**src/rtl/dispatch_stage_pkg.sv**
```systemverilog
// Shared types and sizing for the dispatch stage slice.
package dispatch_stage_pkg;

  localparam int FETCH_W   = 2;
  localparam int PHYS_REGS = 48;
  localparam int PREG_W    = 6;
  localparam int ROB_DEPTH = 32;
  localparam int ROB_IDX_W = $clog2(ROB_DEPTH);
  localparam int CDB_W     = 2;
  localparam int CNT_W     = ROB_IDX_W + 1;

  typedef struct packed {
    logic [6:0]        opcode;
    logic [PREG_W-1:0] prs1;
    logic [PREG_W-1:0] prs2;
    logic [PREG_W-1:0] prd;
    logic [4:0]        arch_rd;
    logic [31:0]       imm;
    logic [31:0]       pc;
    logic              rs1_valid;
    logic              rs2_valid;
    logic              rd_valid;
    logic              is_alu;
    logic              is_load;
    logic              is_store;
    logic              is_branch;
    logic              is_cas;
    logic [3:0]        alu_func;
  } uop_t;

  // ALU and branch uops wait in the issue queue.
  function automatic logic needs_iq(uop_t u);
    return u.is_alu | u.is_branch;
  endfunction

  // Memory uops (including CAS) take an LSQ slot.
  function automatic logic needs_lsq(uop_t u);
    return u.is_load | u.is_store | u.is_cas;
  endfunction

endpackage

```
**src/rtl/dispatch_stage_if.sv**
```systemverilog
// Rename -> dispatch bundle handshake.
interface dispatch_stage_if;
  import dispatch_stage_pkg::*;

  logic [FETCH_W-1:0] ren_valid;
  uop_t [FETCH_W-1:0] ren_uop;
  logic               disp_ready;

  modport master (output ren_valid, output ren_uop, input disp_ready);
  modport slave  (input ren_valid, input ren_uop, output disp_ready);

endinterface

```
**src/rtl/dispatch_stage_busy_table.sv**
```systemverilog
// Physical-register busy bits with writeback clear, dispatch set and bypassed reads.
module dispatch_stage_busy_table
  import dispatch_stage_pkg::*;
(
  input  logic                                clk,
  input  logic                                reset,
  input  logic                                flush,
  input  logic [FETCH_W-1:0]                  set_en,
  input  logic [FETCH_W-1:0][PREG_W-1:0]      set_tag,
  input  logic [CDB_W-1:0]                    wb_valid,
  input  logic [CDB_W-1:0][PREG_W-1:0]        wb_prd,
  input  logic [2*FETCH_W-1:0][PREG_W-1:0]    rd_tag,
  output logic [2*FETCH_W-1:0]                rd_rdy
);

  logic [PHYS_REGS-1:0]  busy;
  logic [PHYS_REGS-1:0]  set_vec;
  logic [PHYS_REGS-1:0]  clr_vec;
  logic [2*FETCH_W-1:0]  rd_busy;
  logic [2*FETCH_W-1:0]  rd_wake;

  // Decode set/clear tags into per-register vectors; register 0 can never be set.
  always_comb begin
    set_vec = '0;
    clr_vec = '0;
    for (int r = 0; r < PHYS_REGS; r++) begin
      for (int i = 0; i < FETCH_W; i++)
        if (r != 0 && set_en[i] && set_tag[i] == PREG_W'(r)) set_vec[r] = 1'b1;
      for (int k = 0; k < CDB_W; k++)
        if (wb_valid[k] && wb_prd[k] == PREG_W'(r)) clr_vec[r] = 1'b1;
    end
  end

  // Set wins over a same-cycle clear; flush wipes everything.
  always_ff @(posedge clk or posedge reset) begin
    if (reset)      busy <= '0;
    else if (flush) busy <= '0;
    else            busy <= (busy & ~clr_vec) | set_vec;
  end

  // Read ports: ready unless busy, with a same-cycle wakeup bypass.
  always_comb begin
    rd_busy = '0;
    rd_wake = '0;
    for (int p = 0; p < 2*FETCH_W; p++) begin
      for (int r = 0; r < PHYS_REGS; r++)
        if (busy[r] && rd_tag[p] == PREG_W'(r)) rd_busy[p] = 1'b1;
      for (int k = 0; k < CDB_W; k++)
        if (wb_valid[k] && wb_prd[k] == rd_tag[p]) rd_wake[p] = 1'b1;
    end
    rd_rdy = ~rd_busy | rd_wake;
  end

endmodule

```
**src/rtl/dispatch_stage.sv**
```systemverilog
// Holds one renamed bundle and dispatches it all-or-nothing to ROB / IQ / LSQ.
module dispatch_stage
  import dispatch_stage_pkg::*;
(
  input  logic                               clk,
  input  logic                               reset,
  input  logic                               flush,
  dispatch_stage_if.slave                    ren,
  input  logic [CNT_W-1:0]                   rob_free_cnt,
  input  logic [ROB_IDX_W-1:0]               rob_tail,
  input  logic [3:0]                         iq_free_cnt,
  input  logic [3:0]                         lsq_free_cnt,
  output logic [FETCH_W-1:0]                 rob_alloc,
  output logic [FETCH_W-1:0]                 iq_alloc,
  output logic [FETCH_W-1:0]                 lsq_alloc,
  output uop_t [FETCH_W-1:0]                 disp_uop,
  output logic [FETCH_W-1:0][ROB_IDX_W-1:0]  disp_rob_idx,
  output logic [FETCH_W-1:0]                 disp_rs1_rdy,
  output logic [FETCH_W-1:0]                 disp_rs2_rdy,
  input  logic [CDB_W-1:0]                   wb_valid,
  input  logic [CDB_W-1:0][PREG_W-1:0]       wb_prd
);

  logic [FETCH_W-1:0]                held_valid;
  uop_t [FETCH_W-1:0]                held_uop;
  logic [FETCH_W-1:0]                want_iq;
  logic [FETCH_W-1:0]                want_lsq;
  logic [CNT_W-1:0]                  n_rob;
  logic [CNT_W-1:0]                  n_iq;
  logic [CNT_W-1:0]                  n_lsq;
  logic                              held_any;
  logic                              fire;
  logic                              accept;
  logic [ROB_IDX_W-1:0]              rank;
  logic [FETCH_W-1:0]                dep_rs1;
  logic [FETCH_W-1:0]                dep_rs2;
  logic [FETCH_W-1:0]                set_en;
  logic [FETCH_W-1:0][PREG_W-1:0]    set_tag;
  logic [2*FETCH_W-1:0][PREG_W-1:0]  rd_tag;
  logic [2*FETCH_W-1:0]              tbl_rdy;

  // Resource demand of the held bundle and the all-or-nothing fire decision.
  always_comb begin
    want_iq  = '0;
    want_lsq = '0;
    n_rob    = '0;
    n_iq     = '0;
    n_lsq    = '0;
    for (int i = 0; i < FETCH_W; i++) begin
      want_iq[i]  = held_valid[i] & needs_iq(held_uop[i]);
      want_lsq[i] = held_valid[i] & needs_lsq(held_uop[i]);
      n_rob = n_rob + CNT_W'(held_valid[i]);
      n_iq  = n_iq  + CNT_W'(want_iq[i]);
      n_lsq = n_lsq + CNT_W'(want_lsq[i]);
    end
    held_any = |held_valid;
    fire = held_any && !flush
           && (rob_free_cnt >= n_rob)
           && (CNT_W'(iq_free_cnt)  >= n_iq)
           && (CNT_W'(lsq_free_cnt) >= n_lsq);
    accept = !flush && (!held_any || fire);
  end

  assign rob_alloc      = {FETCH_W{fire}} & held_valid;
  assign iq_alloc       = {FETCH_W{fire}} & want_iq;
  assign lsq_alloc      = {FETCH_W{fire}} & want_lsq;
  assign disp_uop       = held_uop;
  assign ren.disp_ready = accept;

  // ROB index = tail + rank among valid lanes; empty lanes get no index.
  always_comb begin
    rank         = '0;
    disp_rob_idx = '0;
    for (int i = 0; i < FETCH_W; i++) begin
      if (held_valid[i]) begin
        disp_rob_idx[i] = rob_tail + rank;
        rank            = rank + ROB_IDX_W'(1);
      end
    end
  end

  // Intra-bundle RAW detection and final operand-ready (dependency beats bypass).
  always_comb begin
    dep_rs1      = '0;
    dep_rs2      = '0;
    rd_tag       = '0;
    set_en       = '0;
    set_tag      = '0;
    disp_rs1_rdy = '0;
    disp_rs2_rdy = '0;
    for (int i = 0; i < FETCH_W; i++) begin
      rd_tag[2*i]   = held_uop[i].prs1;
      rd_tag[2*i+1] = held_uop[i].prs2;
      set_en[i]     = rob_alloc[i] & held_uop[i].rd_valid & (held_uop[i].prd != '0);
      set_tag[i]    = held_uop[i].prd;
      for (int j = 0; j < FETCH_W; j++) begin
        if (j < i && held_valid[j] && held_uop[j].rd_valid) begin
          if (held_uop[j].prd == held_uop[i].prs1) dep_rs1[i] = 1'b1;
          if (held_uop[j].prd == held_uop[i].prs2) dep_rs2[i] = 1'b1;
        end
      end
      disp_rs1_rdy[i] = !held_uop[i].rs1_valid || (held_uop[i].prs1 == '0)
                        || (!dep_rs1[i] && tbl_rdy[2*i]);
      disp_rs2_rdy[i] = !held_uop[i].rs2_valid || (held_uop[i].prs2 == '0)
                        || (!dep_rs2[i] && tbl_rdy[2*i+1]);
    end
  end

  // Bundle register: load on accept, hold on stall, drop on flush.
  always_ff @(posedge clk or posedge reset) begin
    if (reset) begin
      held_valid <= '0;
      held_uop   <= '0;
    end else if (flush) begin
      held_valid <= '0;
    end else if (accept) begin
      held_valid <= ren.ren_valid;
      held_uop   <= ren.ren_uop;
    end
  end

  dispatch_stage_busy_table u_busy (
    .clk      (clk),
    .reset    (reset),
    .flush    (flush),
    .set_en   (set_en),
    .set_tag  (set_tag),
    .wb_valid (wb_valid),
    .wb_prd   (wb_prd),
    .rd_tag   (rd_tag),
    .rd_rdy   (tbl_rdy)
  );

endmodule
```
**src/flat_wrapper.sv**
```systemverilog
// flat-port wrapper written by rule: the top's interface ports become plain ports
module dispatch_stage_flat import dispatch_stage_pkg::*;
  (clk, reset, flush, rob_free_cnt, rob_tail, iq_free_cnt, lsq_free_cnt, rob_alloc, iq_alloc, lsq_alloc, disp_uop, disp_rob_idx, disp_rs1_rdy, disp_rs2_rdy, wb_valid, wb_prd, ren_ren_valid, ren_ren_uop, ren_disp_ready);
  dispatch_stage_if ren_i ();
  input  logic clk;
  input  logic reset;
  input  logic flush;
  input  logic [CNT_W-1:0] rob_free_cnt;
  input  logic [ROB_IDX_W-1:0] rob_tail;
  input  logic [3:0] iq_free_cnt;
  input  logic [3:0] lsq_free_cnt;
  output logic [FETCH_W-1:0] rob_alloc;
  output logic [FETCH_W-1:0] iq_alloc;
  output logic [FETCH_W-1:0] lsq_alloc;
  output uop_t [FETCH_W-1:0] disp_uop;
  output logic [FETCH_W-1:0][ROB_IDX_W-1:0] disp_rob_idx;
  output logic [FETCH_W-1:0] disp_rs1_rdy;
  output logic [FETCH_W-1:0] disp_rs2_rdy;
  input  logic [CDB_W-1:0] wb_valid;
  input  logic [CDB_W-1:0][PREG_W-1:0] wb_prd;
  input wire logic [$bits(ren_i.ren_valid)-1:0] ren_ren_valid;
  input wire logic [$bits(ren_i.ren_uop)-1:0] ren_ren_uop;
  output wire logic [$bits(ren_i.disp_ready)-1:0] ren_disp_ready;
  assign ren_i.ren_valid = ren_ren_valid;
  assign ren_i.ren_uop = ren_ren_uop;
  assign ren_disp_ready = ren_i.disp_ready;
  dispatch_stage u_core (.clk(clk), .reset(reset), .flush(flush), .ren(ren_i), .rob_free_cnt(rob_free_cnt), .rob_tail(rob_tail), .iq_free_cnt(iq_free_cnt), .lsq_free_cnt(lsq_free_cnt), .rob_alloc(rob_alloc), .iq_alloc(iq_alloc), .lsq_alloc(lsq_alloc), .disp_uop(disp_uop), .disp_rob_idx(disp_rob_idx), .disp_rs1_rdy(disp_rs1_rdy), .disp_rs2_rdy(disp_rs2_rdy), .wb_valid(wb_valid), .wb_prd(wb_prd));
endmodule
```
**config.mk**
```make
export PLATFORM = sky130hd
export DESIGN_NAME = dispatch_stage_flat
export DESIGN_NICKNAME = d
export VERILOG_FILES = /design/src/rtl/dispatch_stage_pkg.sv /design/src/rtl/dispatch_stage_if.sv /design/src/rtl/dispatch_stage_busy_table.sv /design/src/rtl/dispatch_stage.sv /design/src/flat_wrapper.sv
export SDC_FILE = /design/constraint.sdc
export NUM_CORES = 1
export LEC_CHECK = 0
export CAP_MARGIN = 5
export CELL_PAD_IN_SITES_DETAIL_PLACEMENT = 0
export CELL_PAD_IN_SITES_GLOBAL_PLACEMENT = 1
export CORE_UTILIZATION = 26
export CTS_CLUSTER_DIAMETER = 80
export DETAILED_ROUTE_END_ITERATION = 6
export GPL_TIMING_DRIVEN = 0
export PLACE_DENSITY_LB_ADDON = 0.1
export SETUP_SLACK_MARGIN = 0.4
export SKIP_CTS_REPAIR_TIMING = 1
export SLEW_MARGIN = 0
export SYNTH_ARGS = -nofsm -noshare
export SYNTH_HDL_FRONTEND = slang
export SYNTH_HIERARCHICAL = 1
export SYNTH_SLANG_ARGS = --single-unit
```
**constraint.sdc**
```tcl
create_clock -name clk -period 7 [get_ports clk]
set_clock_uncertainty 0.1 [all_clocks]
set_input_delay 1.4 -clock clk [delete_from_list [all_inputs] [get_ports clk]]
set_output_delay 1.4 -clock clk [all_outputs]
set_load 0.05 [all_outputs]
```
-- Yosys cells after proc, flatten, opt, wreduce, memory -nomap -nowiden
Index checks and enable logic that the tools add are counted.
- add/sub/neg operators: 4
- $lt $le $gt $ge: 3
- equal/unequal tests: 386
- multiplexer cells: 400
- bitwise gates (word level): 23
- reduce and logical (&&, ||, !) cells: 426
- operators with widths (kind ; count):
    == test 6 x 5 -> 1 bit (second input constant) ; 128
    == test 6 bit (second input constant) ; 128
    logical AND 1 bit ; 398
    two-way mux 1 bit ; 395
    == test 6 x 4 -> 1 bit (second input constant) ; 64
    == test 6 x 3 -> 1 bit (second input constant) ; 32
    == test 6 x 2 -> 1 bit (second input constant) ; 16
    == test 6 bit ; 10
    AND 48 bit ; 1
    == test 6 x 1 -> 1 bit (second input constant) ; 8
    two-way mux 48 bit ; 1
    inverter 48 bit ; 1
    OR 48 bit ; 1
    logical NOT 6 bit ; 6
    greater-or-equal comparator 4 x 6 -> 1 bit ; 2
    nonzero test 6 bit ; 2
    two-way mux 5 bit ; 2
    logical OR 1 bit ; 9
    AND 1 bit ; 8
    logical NOT 1 bit ; 8
    adder 1 x 1 -> 2 bit ; 3
    AND 2 bit ; 3
    greater-or-equal comparator 6 bit ; 1
    OR 1 bit ; 6
    other kinds (8) ; 9
- register bits after elaboration: 262
- input port bits: 250
- output and inout port bits: 233
- logic and storage cells: 1276

-- Depth between registers and ports, before layout
- word-level depth: 54
- gate-level depth with buffers: 14
- depth with buffers taken out: 13

-- Modules after synthesis
The synthesis kept the hierarchy.
- modules (own cells, without submodules) (module ; times used ; cells each ; area an instance (µm²) ; sequential area each (µm²)):
    dispatch_stage ; 1 ; 549 ; 9377.7 ; 5355.1
    dispatch_stage_busy_table ; 1 ; 742 ; 5743.0 ; 1201.2

-- Worst setup path before layout
OpenSTA, ideal clock, no wires.
- path kind: input -> output
- from: input lsq_free_cnt[0]
- to: output iq_alloc[0]
- data arrival time: 3.262 ns
- data required time: 5.500 ns
- setup slack: 2.238 ns
- cell stages on the path: 7
- path buffers: 0
- path through: inv_1 ha_1 nand2b_1 a2111oi_1 nor3_1 nand2_1 nor3_1
- cells in the longest elaborated chain, start to end: 3
- ends and longest elaborated chain (element ; line ; text):
    start: declaration ; flat_wrapper.sv:11 ; input logic [3:0] lsq_free_cnt;
    greater-or-equal comparator 4 x 6 -> 1 bit ; dispatch_stage.sv:60 ; && (CNT_W'(lsq_free_cnt) >= n_lsq);
    logical AND 1 bit ; dispatch_stage.sv:60 ;
    AND 2 bit ; dispatch_stage.sv:65 ; assign iq_alloc = {FETCH_W{fire}} & want_iq;
    end: declaration ; flat_wrapper.sv:13 ; output logic [FETCH_W-1:0] iq_alloc;
Every way passes these cells.

-- Worst setup path in the final report
- from: input iq_free_cnt[0]
- to: output ren_disp_ready
- cells in the longest elaborated chain, start to end: 5
- ends and longest elaborated chain (element ; line ; text):
    start: declaration ; flat_wrapper.sv:10 ; input logic [3:0] iq_free_cnt;
    greater-or-equal comparator 4 x 6 -> 1 bit ; dispatch_stage.sv:59 ; && (CNT_W'(iq_free_cnt) >= n_iq)
    logical AND 1 bit ; dispatch_stage.sv:59 ;
    logical AND 1 bit ; dispatch_stage.sv:60 ;
    logical OR 1 bit ; dispatch_stage.sv:61 ; accept = !flush && (!held_any || fire);
    logical AND 1 bit ; dispatch_stage.sv:61 ;
    end: declaration ; flat_wrapper.sv:23 ; output wire logic [$bits(ren_i.disp_ready)-1:0] ren_disp_ready;
Every way passes these cells.

==> results.rst <==
.. list-table::
   :header-rows: 1

   * - Metric
     - Value
   * - Static leakage
     - 8.97 nW
   * - Violation count after the first detailed-route iteration
     - 1312
   * - Number of nets in the final layout
     - 2071
   * - Crit path DAT
     - 4.61 ns
   * - Unrepaired setup endpoints after global routing
     - no
   * - Pwr dens
     - 241 nW/um2
   * - Post-placement worst setup slack
     - 0.856 ns
   * - Final Max Tran Viols
     - 0
   * - Sw Share
     - 37.2%
   * - Setup CP Type
     - primary input to output pin
   * - DR vias
     - 13316
   * - Latest clock arrival within the worst-skew pair
     - 0.59 ns
   * - Count of nets left with antenna violations after detail routing
     - 0
   * - Gp weighted congestion
     - 0.928
   * - Fraction of final layout cells sized beyond drive strength 1
     - 19.7%
   * - Share of the clock period used by the worst path
     - 87.3%
   * - Max Clock Freq
     - 164 MHz
   * - Std-Cell Rows
     - 88
   * - Detail-routed net length per standard cell
     - 27.7 um
   * - Half-perimeter wire length after placement
     - 56800 um
   * - CTS tree
     - built
   * - Worst hold margin
     - 0.406 ns
   * - Endpoints failing setup
     - 0
   * - Placeable Area
     - 57600 um2
   * - Most instantiated flip-flop cell in the synthesis netlist
     - sky130_fd_sc_hd__dfrtp_1
   * - Max-Cap Viols
     - 0
   * - Post-synthesis sequential area ratio
     - 43.4%
   * - Drt pass-1 iters
     - 7
   * - Peak supply drop
     - 0.208 mV
   * - Total die area
     - 59100 um2
   * - Synthesis Warnings
     - 6
   * - Total Neg Setup Slack
     - 0 ns
   * - First-pass GRT wire length
     - 103000 um
   * - Min-Delay Path Class
     - flop to flop
   * - Worst Tran Pin Value
     - 1.05 ns
   * - Area share of the largest cell type after synthesis
     - 43.4%
   * - Worst slew margin
     - 29.7%
   * - Synthesized cell area
     - 15100 um2
   * - Top area cells in the synthesized netlist
     - sky130_fd_sc_hd__dfrtp_1, sky130_fd_sc_hd__mux2_4, sky130_fd_sc_hd__mux2_2, sky130_fd_sc_hd__nor2_1, sky130_fd_sc_hd__a222oi_1
   * - Per-cell via count in the routed design
     - 5.12
   * - Layout area overhead
     - 45.5%
   * - Total global routing track utilization
     - 23.9%
   * - Total Routed Length
     - 72000 um
   * - Post-synthesis sequential element count
     - 262
   * - Clock slew at the register clock pins of the worst setup and hold paths
     - 0.06 ns
   * - Part of the power in the clock network
     - 29.8%
   * - Run status
     - finished with violations
   * - Via count of the first global-routing pass
     - 13636
   * - Category of the worst setup path capture point
     - output pin
   * - Starting utilization of the core area
     - 26.3%
   * - Launching element type of the critical path
     - primary input
   * - EDFF count, synth
     - 0
   * - GRT overflow
     - 0
   * - Internal Dissipation
     - 3.33 mW
   * - Share of total power in sequential cells
     - 34.6%
   * - Maximum number of pins on one net before global-route repair
     - 40
   * - Synthesized area per cell
     - 11.7 um2
   * - Chip Height
     - 243 um
   * - Proportion of register bits with asynchronous set or reset after synthesis
     - 100%
   * - Time the final worst path needs with I/O delays and setup
     - 6.11 ns
   * - Die X
     - 243 um
   * - Worst-case clock buffer depth
     - 3
   * - Distinct cells, synth
     - 72
   * - Mapped Nets
     - 1553
   * - Ports
     - 483
   * - Count of filler cells inserted in the layout
     - 5708
   * - Number of sinks handled by clock tree synthesis
     - 262
   * - Final core occ
     - 38.2%
   * - Clock tree root buffer cell
     - sky130_fd_sc_hd__clkbuf_16
   * - Worst Hold Depth
     - 1
   * - Number of cell instances on the worst register-to-register path
     - 13
   * - Synthesized netlist cell count
     - 1291
   * - Combinational group share of total power
     - 35.5%
   * - Count of H-tree levels built during CTS
     - 1
   * - Residual DRC
     - 10
   * - Cell accounting for the most synthesized area
     - sky130_fd_sc_hd__dfrtp_1
   * - Violations in the final reports
     - design-rule violations
   * - Crit-path max FO
     - 10
   * - Required time at the worst-slack endpoint
     - 5.50 ns
   * - Least setup slack across all paths after layout
     - 0.890 ns
   * - Final-report hold violation count
     - 0
   * - Number of buffers added by the clock tree synthesis step
     - 31
   * - Total of buffers placed on input and output ports
     - 478
   * - Total Power
     - 5.29 mW
   * - Antenna violations before repair
     - 10
   * - Net switching power of the design
     - 1.97 mW
[cell usage in the layout, fill, tap and decap left out, drive strengths merged, types with 24 or more instances in the layout]
master / instances
clkdlybuf4s50: 478
dfrtp: 262
mux2: 229
nor2: 124
buf: 81
clkbuf: 69
a22oi: 59
a222oi: 45
nand2: 42
nor3: 37
xor2: 34
nand2b: 29
xnor2: 29
a21oi: 24
[per-stage QoR]
| step | std cells | instance area [um2] |
|---|---|---|
| floorplan | 1291 | 15100 |
| global placement | 2534 | 20900 |
| detailed placement | 2541 | 21000 |
| CTS | 2597 | 22000 |
| global route | 2598 | 22000 |
| finish | 2600 | 22000 |
[final cells by class]
type | instances | area (um2) | share of cell area, %
multi-input combinational | 908 | 7840 | 35.6
sequential | 262 | 6560 | 29.8
timing repair buffer | 485 | 4920 | 22.4
tap | 765 | 957 | 4.35
clock buffer | 42 | 867 | 3.94
buffer | 101 | 654 | 2.97
clock inverter | 14 | 120 | 0.546
inverter | 20 | 78.8 | 0.358
antenna | 3 | 7.51 | 0.0341
[synthesized netlist by cell type (23+ instances only)]
cell and instances:
sky130_fd_sc_hd__a222oi_1 45, sky130_fd_sc_hd__nor3_1 37, sky130_fd_sc_hd__a22oi_1 59, sky130_fd_sc_hd__xor2_1 34, sky130_fd_sc_hd__nor2_1 124, sky130_fd_sc_hd__dfrtp_1 262
sky130_fd_sc_hd__nand2_1 42, sky130_fd_sc_hd__nand2b_1 29, sky130_fd_sc_hd__xnor2_1 29, sky130_fd_sc_hd__a21oi_1 23, sky130_fd_sc_hd__mux2_2 47, sky130_fd_sc_hd__buf_2 46
sky130_fd_sc_hd__clkbuf_1 27, sky130_fd_sc_hd__mux2_4 169
[power groups by stage]
stage               Sequential [mW]  Clock, mW  Combinational (mW)
floorplan                      2.35          0               0.629
global placement               1.86          0                1.88
detailed placement             1.85          0                1.88
CTS                            1.84       1.63                1.89
global route                   1.86       1.70                1.96
finish                         1.83       1.58                1.88
[state kept, by name (all words and copies together) (netlist names)]
name                count
u_core/disp_uop       212
u_core/u_busy/busy     48
u_core/held_valid       2
[critical path: stages]
cell,delay [ns]
sky130_fd_sc_hd__clkdlybuf4s50_1,0.45
sky130_fd_sc_hd__inv_1,0.04
sky130_fd_sc_hd__ha_1,0.27
sky130_fd_sc_hd__nand2b_1,0.14
sky130_fd_sc_hd__a2111oi_1,0.72
sky130_fd_sc_hd__o31ai_2,0.20
sky130_fd_sc_hd__nor2b_4,0.17
sky130_fd_sc_hd__buf_6,0.15
sky130_fd_sc_hd__buf_6,0.16
sky130_fd_sc_hd__buf_6,0.17
sky130_fd_sc_hd__clkdlybuf4s50_1,0.72
[cell families (layout without fill, tap and decap cells)]
logic type,Yosys count,in the layout,synth area share [%]
simple gates,346,346,11.8
flops,262,262,43.4
mux,254,254,23.2
compound gates,233,233,12.3
buf+inv,121,662,4.82
xor+xnor,63,63,3.65
fa+ha+maj,12,12,0.993
other cells,0,3,0
[worst paths after layout]
check,startpoint,end,slack (ns)
worst max-delay path,iq_free_cnt[0],ren_disp_ready,0.89
worst min-delay path,u_core/disp_uop[106],u_core/disp_uop[106],0.41
worst max register to register,u_core/held_valid[0],u_core/u_busy/busy[6],2.58
worst min register to register,u_core/disp_uop[106],u_core/disp_uop[106],0.41
max in group asynchronous,reset,u_core/disp_uop[106],4.74
min in group asynchronous,reset,u_core/disp_uop[187],1.03
[routing by layer]
layer  global-route usage (%)  up-vias  wire (um)
met1                     29.6     6705      28800
met4                     6.22        4       1990
li1                         -     5861          -
met2                     40.2      634      34600
met5                        0        -         27
met3                     7.07      112       6580
Power figures use the tool's default switching activity.
==> patch, RTL diff (same flow settings) <==
The package constant `ROB_DEPTH` goes from 32 to 16.
--- a/src/rtl/dispatch_stage_pkg.sv
+++ b/src/rtl/dispatch_stage_pkg.sv
@@ -6,3 +6,3 @@
   localparam int PREG_W    = 6;
-  localparam int ROB_DEPTH = 32;
+  localparam int ROB_DEPTH = 16;
   localparam int ROB_IDX_W = $clog2(ROB_DEPTH);
Interface: changed (resized disp_rob_idx, rob_free_cnt and rob_tail); port bits go from 483 to 479. The function was not compared with the original's and may differ.
==> patch against the original RTL <==
The flow still finishes with violations (DRC). Area after synthesis up 43%. Non-clock buffer count up 207. Maximum frequency down 1.2%. Sequential power up 16%. Synthesized cell count up 110%. Largest cell class unchanged. Core utilization down 2.6 points. Sequential cell count unchanged. Total power up 51%. Count of clock-buffer cells in the layout up 5. Clock power up 39%. Wire length up 66%. Setup slack worse by 0.072 ns. Final area up 33%.
==> patch: results (changes against the original RTL) <==
* Outcome: finished, violations left
* Failing checks: DRC
* DRC Markers at 15 (+5)
* Syn_area_per_cell at 8.09 um2 (-31%)
* Top cells by instance count after synthesis: 422 x nor2b_1, 262 x dfrtp_1, 229 x nand3_1
* Finished Layout Cells at 4303 (+66%)
* Crit path kind: reg2out
* Clk Latency, worst-skew pair at 0.57 ns (-0.02 ns)
* Synth Area in Compound Gates at 0.253 (+0.131)
* Largest net degree at the start of global routing at 35 (-13%)
* 1st-iter DRT viols at 3118 (+140%)
* Vias in the first global route at 25500 (+87%)
* Post-synth cell types at 79 (+9.7%)
* Inst Count DP at 4231 (+67%)
* Synth Net Count at 2940 (+89%)
* First-pass GRT wire length at 174 mm (+69%)
* Nets at 3462 (+67%)
* Worst vdd ir at 0.142 mV (-32%)
* H-tree depth at 2 (+1)
* XOR/XNOR Fraction of Synth Area at 0.0250 (-0.0114)
* Max FO, Critical Path at 9 (-1)
* Worst path max stage delay at 0.87 ns (+0.15 ns)
* Vias per std cell at 5.95 (+16%)
* Post-DP HPWL at 86.6 mm (+53%)
* Gpl congestion at 0.952 (+2.6%)
* Worst slew pin tran at 1.23 ns (+0.177 ns)
* R2R setup slack at 1.53 ns (-1.05 ns)
* Seq/Total Area, Yosys at 0.302 (-0.131)
* Hold Path Depth at 2 (+1)
* CTS Buf Count at 39 (+26%)
* Arrival time worst endpoint at 4.68 ns (+0.07 ns)
* Initial antenna violation count at 25 (+15)
* Number of fillers in the final layout at 8518 (+49%)
* Worst r2r path cells at 11 (-2)
* Reg2reg end: u_core/u_busy/busy[5]
* Fraction of the mapped netlist area in adder cells at 0.00693 (-0.00300)
* Top cells by area, synth: dfrtp_1 30%, nor2b_1 12%, a222oi_1 6.9%
* Port Buf Inserts at 474 (-0.84%)
[patch: cell count changes after synthesis, moves of 108 or more]
| cell | before | now |
|---|---|---|
| o21ai_1 | 3 | 163 |
| clkbuf_1 | 27 | 136 |
| nor2b_1 | 18 | 422 |
| nand4_1 | 12 | 226 |
| a21oi_1 | 23 | 131 |
| nand3_1 | 15 | 229 |
| mux2_4 | 169 | 0 |
[patch: how the worst min path moves through the flow]
stage                              to  slack, ns                    from
4_1_cts           u_core/disp_uop[38]       0.47     u_core/disp_uop[38]
3_5_place_dp      u_core/disp_uop[38]       0.46     u_core/disp_uop[38]
2_1_floorplan  u_core/u_busy/busy[32]       0.44  u_core/u_busy/busy[32]
6_report          u_core/disp_uop[38]       0.47     u_core/disp_uop[38]
5_1_grt           u_core/disp_uop[25]       0.50     u_core/disp_uop[25]
3_3_place_gp     u_core/disp_uop[167]       0.45    u_core/disp_uop[167]
[patch: cell families (layout without fill, tap and decap cells)]
group	after synthesis	in the layout
compound gates	771	771
xor+xnor	62	62
fa+ha+maj	12	12
buf+inv	335	882
flops	262	262
mux	40	40
other cells	0	6
simple gates	1198	1198
[patch: routing by layer]
| layer | GRT usage | part of all wire | vias to the layer above |
|---|---|---|---|
| met5 | 0 | 0.0019 | - |
| met4 | 0.103 | 0.038 | 34 |
| met3 | 0.0629 | 0.081 | 239 |
| met2 | 0.451 | 0.48 | 1225 |
| met1 | 0.336 | 0.40 | 12800 |
| li1 | - | - | 11300 |
[patch: stage by stage]
| step | worst slack [ns] | power [mW] | instance area (um2) | utilization |
|---|---|---|---|---|
| floorplan | 1.72 | 4.37 | 21700 | - |
| global placement | 0.0172 | 5.74 | 27800 | 0.338 |
| detailed placement | 0.926 | 5.78 | 27900 | 0.339 |
| CTS | 0.787 | 8.04 | 29300 | 0.356 |
| global route | 0.702 | 8.33 | 29300 | 0.356 |
| finish | 0.818 | 7.98 | 29300 | 0.356 |
[patch: area by class of cell]
cell class	count	share of cell area
antenna	6	0.000512
buffer	312	0.0505
inverter	23	0.00307
timing repair buffer	481	0.167
multi-input combinational	2083	0.463
clock inverter	19	0.0108
tap	1070	0.0457
sequential	262	0.224
clock buffer	47	0.0364
[patch: critical path, delay by kind of cell, from the launching register on]
kind	cells	cell delay [ns]
compound gates	1	0.59
simple gates	3	1.01
buf+inv	2	1.22
flops	1	0.62
fa+ha+maj	2	0.65
[patch: power by group]
group          internal (mW)  total, mW  switching, mW
clock network           1.38       2.20          0.824
logic                   1.30       3.65           2.34
registers               1.77       2.13          0.363
